--- src/rtl/pulse_meas_pkg.sv ---
// Shared types and defaults for the pulse width meter.
package pulse_meas_pkg;

  localparam int CNT_W_DEF = 16;

  typedef enum logic [1:0] {
    IDLE,
    ARM,
    MEAS_HIGH,
    MEAS_LOW
  } state_e;

endpackage

--- src/rtl/edge_detect.sv ---
// Two-stage sample of a same-clock waveform; provides the sampled level and a
// one-cycle rising-edge strobe derived from the two stages.
module edge_detect (
  input  logic clk,
  input  logic rst,
  input  logic din,
  output logic level,
  output logic rise
);

  logic s1_q, s1_d;
  logic s0_q, s0_d;

  always_comb begin
    s1_d = din;
    s0_d = s1_q;
  end

  // NOTE: non-blocking assignments make s0 capture the previous s1, not the new one.
  always_ff @(posedge clk) begin
    if (rst) begin
      s1_q <= 1'b0;
      s0_q <= 1'b0;
    end else begin
      s1_q <= s1_d;
      s0_q <= s0_d;
    end
  end

  assign level = s1_q;
  assign rise  = s1_q & ~s0_q;

endmodule

--- src/rtl/pulse_width_meter.sv ---
// Measures high time and period of a same-clock waveform, publishing each
// completed period through a single-entry valid/ready result register.
module pulse_width_meter
  import pulse_meas_pkg::*;
#(
  parameter int CNT_W = CNT_W_DEF
) (
  input  logic             clk,
  input  logic             rst,
  input  logic             din,
  input  logic             meas_en,
  output logic [CNT_W-1:0] res_high,
  output logic [CNT_W-1:0] res_period,
  output logic             res_valid,
  input  logic             res_ready,
  output logic             overrun,
  output logic             timeout
);

  localparam logic [CNT_W-1:0] MAX_CNT = '1;
  localparam logic [CNT_W-1:0] ONE     = CNT_W'(1);

  logic level, rise;

  edge_detect u_edge (
    .clk  (clk),
    .rst  (rst),
    .din  (din),
    .level(level),
    .rise (rise)
  );

  state_e           state_q, state_d;
  logic [CNT_W-1:0] period_cnt_q, period_cnt_d;
  logic [CNT_W-1:0] high_cnt_q, high_cnt_d;
  logic [CNT_W-1:0] res_high_q, res_high_d;
  logic [CNT_W-1:0] res_period_q, res_period_d;
  logic             res_valid_q, res_valid_d;
  logic             overrun_q, overrun_d;
  logic             timeout_q, timeout_d;
  logic             publish;
  logic             accept;

  // NOTE: every output of this block gets a default first, so no path infers a latch.
  always_comb begin
    state_d      = state_q;
    period_cnt_d = period_cnt_q;
    high_cnt_d   = high_cnt_q;
    publish      = 1'b0;
    timeout_d    = 1'b0;

    unique case (state_q)
      IDLE: begin
        period_cnt_d = '0;
        high_cnt_d   = '0;
        if (meas_en) state_d = ARM;
      end
      ARM: begin
        period_cnt_d = '0;
        high_cnt_d   = '0;
        if (rise) begin
          state_d      = MEAS_HIGH;
          period_cnt_d = ONE;
          high_cnt_d   = ONE;
        end
      end
      MEAS_HIGH: begin
        if (period_cnt_q == MAX_CNT) begin
          timeout_d    = 1'b1;
          state_d      = ARM;
          period_cnt_d = '0;
          high_cnt_d   = '0;
        end else begin
          period_cnt_d = period_cnt_q + ONE;
          if (level) high_cnt_d = high_cnt_q + ONE;
          else       state_d    = MEAS_LOW;
        end
      end
      MEAS_LOW: begin
        // The closing rise wins over a timeout on the same cycle.
        if (rise) begin
          publish      = 1'b1;
          state_d      = MEAS_HIGH;
          period_cnt_d = ONE;
          high_cnt_d   = ONE;
        end else if (period_cnt_q == MAX_CNT) begin
          timeout_d    = 1'b1;
          state_d      = ARM;
          period_cnt_d = '0;
          high_cnt_d   = '0;
        end else begin
          period_cnt_d = period_cnt_q + ONE;
        end
      end
      default: state_d = IDLE;
    endcase

    if (!meas_en) begin
      state_d      = IDLE;
      period_cnt_d = '0;
      high_cnt_d   = '0;
      publish      = 1'b0;
      timeout_d    = 1'b0;
    end
  end

  always_comb begin
    accept       = res_valid_q & res_ready;
    res_high_d   = res_high_q;
    res_period_d = res_period_q;
    if (publish) begin
      res_high_d   = high_cnt_q;
      res_period_d = period_cnt_q;
    end
    res_valid_d = publish | (res_valid_q & ~res_ready);

    overrun_d = overrun_q;
    if (accept) overrun_d = 1'b0;
    if (publish && res_valid_q && !res_ready) overrun_d = 1'b1;
  end

  always_ff @(posedge clk) begin
    if (rst) begin
      state_q      <= IDLE;
      period_cnt_q <= '0;
      high_cnt_q   <= '0;
      res_high_q   <= '0;
      res_period_q <= '0;
      res_valid_q  <= 1'b0;
      overrun_q    <= 1'b0;
      timeout_q    <= 1'b0;
    end else begin
      state_q      <= state_d;
      period_cnt_q <= period_cnt_d;
      high_cnt_q   <= high_cnt_d;
      res_high_q   <= res_high_d;
      res_period_q <= res_period_d;
      res_valid_q  <= res_valid_d;
      overrun_q    <= overrun_d;
      timeout_q    <= timeout_d;
    end
  end

  assign res_high   = res_high_q;
  assign res_period = res_period_q;
  assign res_valid  = res_valid_q;
  assign overrun    = overrun_q;
  assign timeout    = timeout_q;

endmodule

--- config.mk ---
export PLATFORM = sky130hd
export DESIGN_NAME = pulse_width_meter
export DESIGN_NICKNAME = d
export VERILOG_FILES = /design/src/rtl/pulse_meas_pkg.sv /design/src/rtl/edge_detect.sv /design/src/rtl/pulse_width_meter.sv
export SDC_FILE = /design/constraint.sdc
export NUM_CORES = 1
export LEC_CHECK = 0
export ABC_AREA = 1
export BUFFER_PORTS_ARGS = -buffer_cell sky130_fd_sc_hd__buf_2
export CAP_MARGIN = 15
export CORE_UTILIZATION = 57
export DETAILED_ROUTE_END_ITERATION = 8
export PLACE_DENSITY_LB_ADDON = 0.2
export SLEW_MARGIN = 20
export SYNTH_ARGS = -nofsm -noshare
export SYNTH_HDL_FRONTEND = slang
export SYNTH_HIERARCHICAL = 1
export SYNTH_SLANG_ARGS = --single-unit
--- constraint.sdc ---
create_clock -name clk -period 1.87 [get_ports clk]
set_input_delay 0.374 -clock clk [delete_from_list [all_inputs] [get_ports clk]]
set_output_delay 0.374 -clock clk [all_outputs]
set_load 0.01 [all_outputs]
==> metrics <==
DIE AREA=about 0.0059 sq mm; R2R Setup Slk=between 0.15 and 0.2 ns; CP peak stage delay=0.39 ns; Post-CTS Setup Inserts=0; RR Startpoint=period_cnt_q[0]; most common cell after layout, fill and taps aside=nand2_1; # nets final=approximately 500; row count=26; hold_sp=res_ready; sequential fraction of the synthesis area=~45%; pin count of the biggest net entering global routing=25; CP startpoint=period_cnt_q[0]; die width=76.6 um; Pre-antenna DRT Iters=6; die height=76.6 um; Reg2Reg Depth=10; capture point of the worst path=high_cnt_q[10]; Wirelength per Cell=12.5 um; Tmin final=1.70 ns; RSZ-0062 raised after global routing=no; clock skew=0.00737 ns; HP Class=input pin to flop; Final setup viols=0; CTS Buf Count=9; CP required=about 2.1 ns; maximum VDD drop=0.553 mV; Antenna Nets Post-Route=0; total grt overflow=0; Max FO, Critical Path=9; clk slew on worst S/H paths=~0.07 ns; final core occ=around 70%; Synth Area in Adders=0.790%; Worst-Margin Slew=about 0.52 ns; Max Clk Rate=roughly 0.59 GHz; vias in the first global route=approximately 2600; WHS=between 0.2 and 0.25 ns; CTS sink count=71; antenna violations before repair=0; synthesis warning total=6; # port buffers=39; Slew Viols, Final=0; Via Count=between 2000 and 3000; critical path endpoint category=flop; Initial Util=between 60% and 70%; Power Density=755 mW/mm^2; PostCTS Resize Cnt=0; Setup WS post-layout=~0.17 ns; fraction of final layout cells sized beyond drive strength 1=roughly a fifth; Seq cells post-synth=71; Final Instance Area=between 0.003 and 0.004 sq mm; outcome=complete, no violations; Overall Power=2.77 mW; core area=0.00524 sq mm; Worst path depth=10; initial DRC count=between 200 and 250; # IOs=40; CP delay by family, top=simple AND/OR/NAND/NOR gates; GP Congestion=~0.97; non-filler instance count after layout=570; CTS max path bufs=2; reg2reg end=high_cnt_q[10]; Tcrit/Tclk final=~91%; Worst-Skew Late Latency=~0.34 ns; asr flop ratio synth=0%; post-synthesis cell area=between 0.003 and 0.004 sq mm; CP startpoint kind=flop; Syn Nets=roughly 450; CTS tree=built; top_reg_cell synth=dfxtp_1; Cell Area, Placed=approximately 0.0035 sq mm; largest family of logic cells by synthesized area=simple AND/OR/NAND/NOR gates; cts hold-fix bufs=0; Fin. Hold Viols=0; CP cell instances=ha_1, nand2_1, nor2_4, nand4_4, nand2_2, nand2_2, nand2_2, nand2_1, nand2_1, inv_1; leakage power=1.62 nW; count of mapped cells out of synthesis=446; simple-gate area share of the yosys netlist=31.3%; clock root cell=clkbuf_8; Area Overhead vs Synth=16.0%; slowest cell on the critical path=dfxtp_1; mux cell area share after synthesis=0%; critical path class=flop to flop; Arr. time, crit path=1.95 ns; total of max-cap violations=0; syn_area_per_cell=7.11 sq um; Buf/Inv on CP=1; diode count=0; Residual DRC=0; Setup WS pre-CTS=0.206 ns; Rel. slew slack=between 60% and 70%; first-pass GRT wire length=about 12000 um; placed cells=roughly 550; HPWL after detailed placement=a little over 5000 um; Post-synth EDFFs=0; Synth cell types=29; Total GRT Usage=approximately a quarter; most frequent cells in the layout=nand2_1, nor2_1, dfxtp_1; Vias/cell=between 5 and 6; CTS HTree Levels=3; Total Neg Setup Slack=0 ns; Routed WL=a little over 7000 um; xor-xnor portion of the synthesized cell area=between 2 and 3%; Synth Area in Compound Gates=between 10% and 20%
cell type report:
class / count / area (sq um)
tap: 70 / 87.6
clock inverter: 7 / 72.6
timing repair buffer: 50 / 278
sequential: 71 / 1420
fill: 441 / 1560
clock buffer: 9 / 124
multi-input combinational: 309 / 1490
inverter: 54 / 203
Yosys cell counts (2+ instances only):
cell type  instances  share of area, %
nor2_4             3               1.1
nand2_1           85                10
inv_2             11               1.3
clkbuf_1           9               1.1
dfxtp_1           71                45
xor2_1             8               2.2
inv_1             43               5.1
xnor2_1            2              0.55
nor4_1             3              0.59
nor2_1            81               9.6
o21ai_0           23               3.6
nand4_1            6               1.2
o21ai_1           14               2.2
buf_2              2              0.32
ha_1               2              0.79
nor2_2             6               1.2
nand3_1           19               3.0
nor3_1             8               1.3
a21oi_1           31               4.9
nand2_2            8               1.6
a31oi_1            3              0.59
per-layer routing:
metal / GRT usage (%) / part of all wire (%) / up-vias
met5: 0 / 0 / -
met4: 11.3 / 2.1 / 0
met3: 4.31 / 5.6 / 16
met2: 38.8 / 42 / 93
met1: 37.6 / 50 / 1244
li1: - / - / 1519
registers in the layout, indices dropped and copies added (netlist names):
| register | cells |
|---|---|
| high_cnt_q | 16 |
| overrun | 1 |
| period_cnt_q | 16 |
| res_high | 16 |
| res_period | 16 |
| res_valid | 1 |
| state_q | 2 |
| timeout | 1 |
| u_edge/level | 1 |
| u_edge/s0_q | 1 |
cell families (layout without fill, tap and decap cells):
kind of cell | Yosys count | count (layout)
AND/OR/NAND/NOR | 223 | 223
buffers and inverters | 66 | 120
XOR/XNOR | 10 | 10
flip-flops | 71 | 71
AO/OA/AOI/OAI | 74 | 74
adder cells (fa/ha/maj) | 2 | 2
how the worst min path moves through the flow:
stage,to,slack [ns],cells after the start
after floorplan,res_valid,0.44,1
after global placement,res_period[12],0.48,2
after detailed placement,res_period[8],0.48,2
after CTS,overrun,0.22,2
after global routing,overrun,0.25,2
final,overrun,0.23,2
worst reg2reg max path, delay by kind of cell (launching register included):
family | cells | cell delay (ns)
adders and majority gates | 1 | 0.19
DFF | 1 | 0.39
buffers and inverters | 1 | 0.03
and+or+nand+nor | 8 | 1.01
where the power goes:
| part | switching [mW] | internal [mW] |
|---|---|---|
| Clock | 0.583 | 0.617 |
| Sequential | 0.00464 | 1.52 |
| Combinational | 0.0371 | 0.0173 |
| Total | 0.624 | 2.15 |
Note: power is estimated with default switching activity, not from simulation.
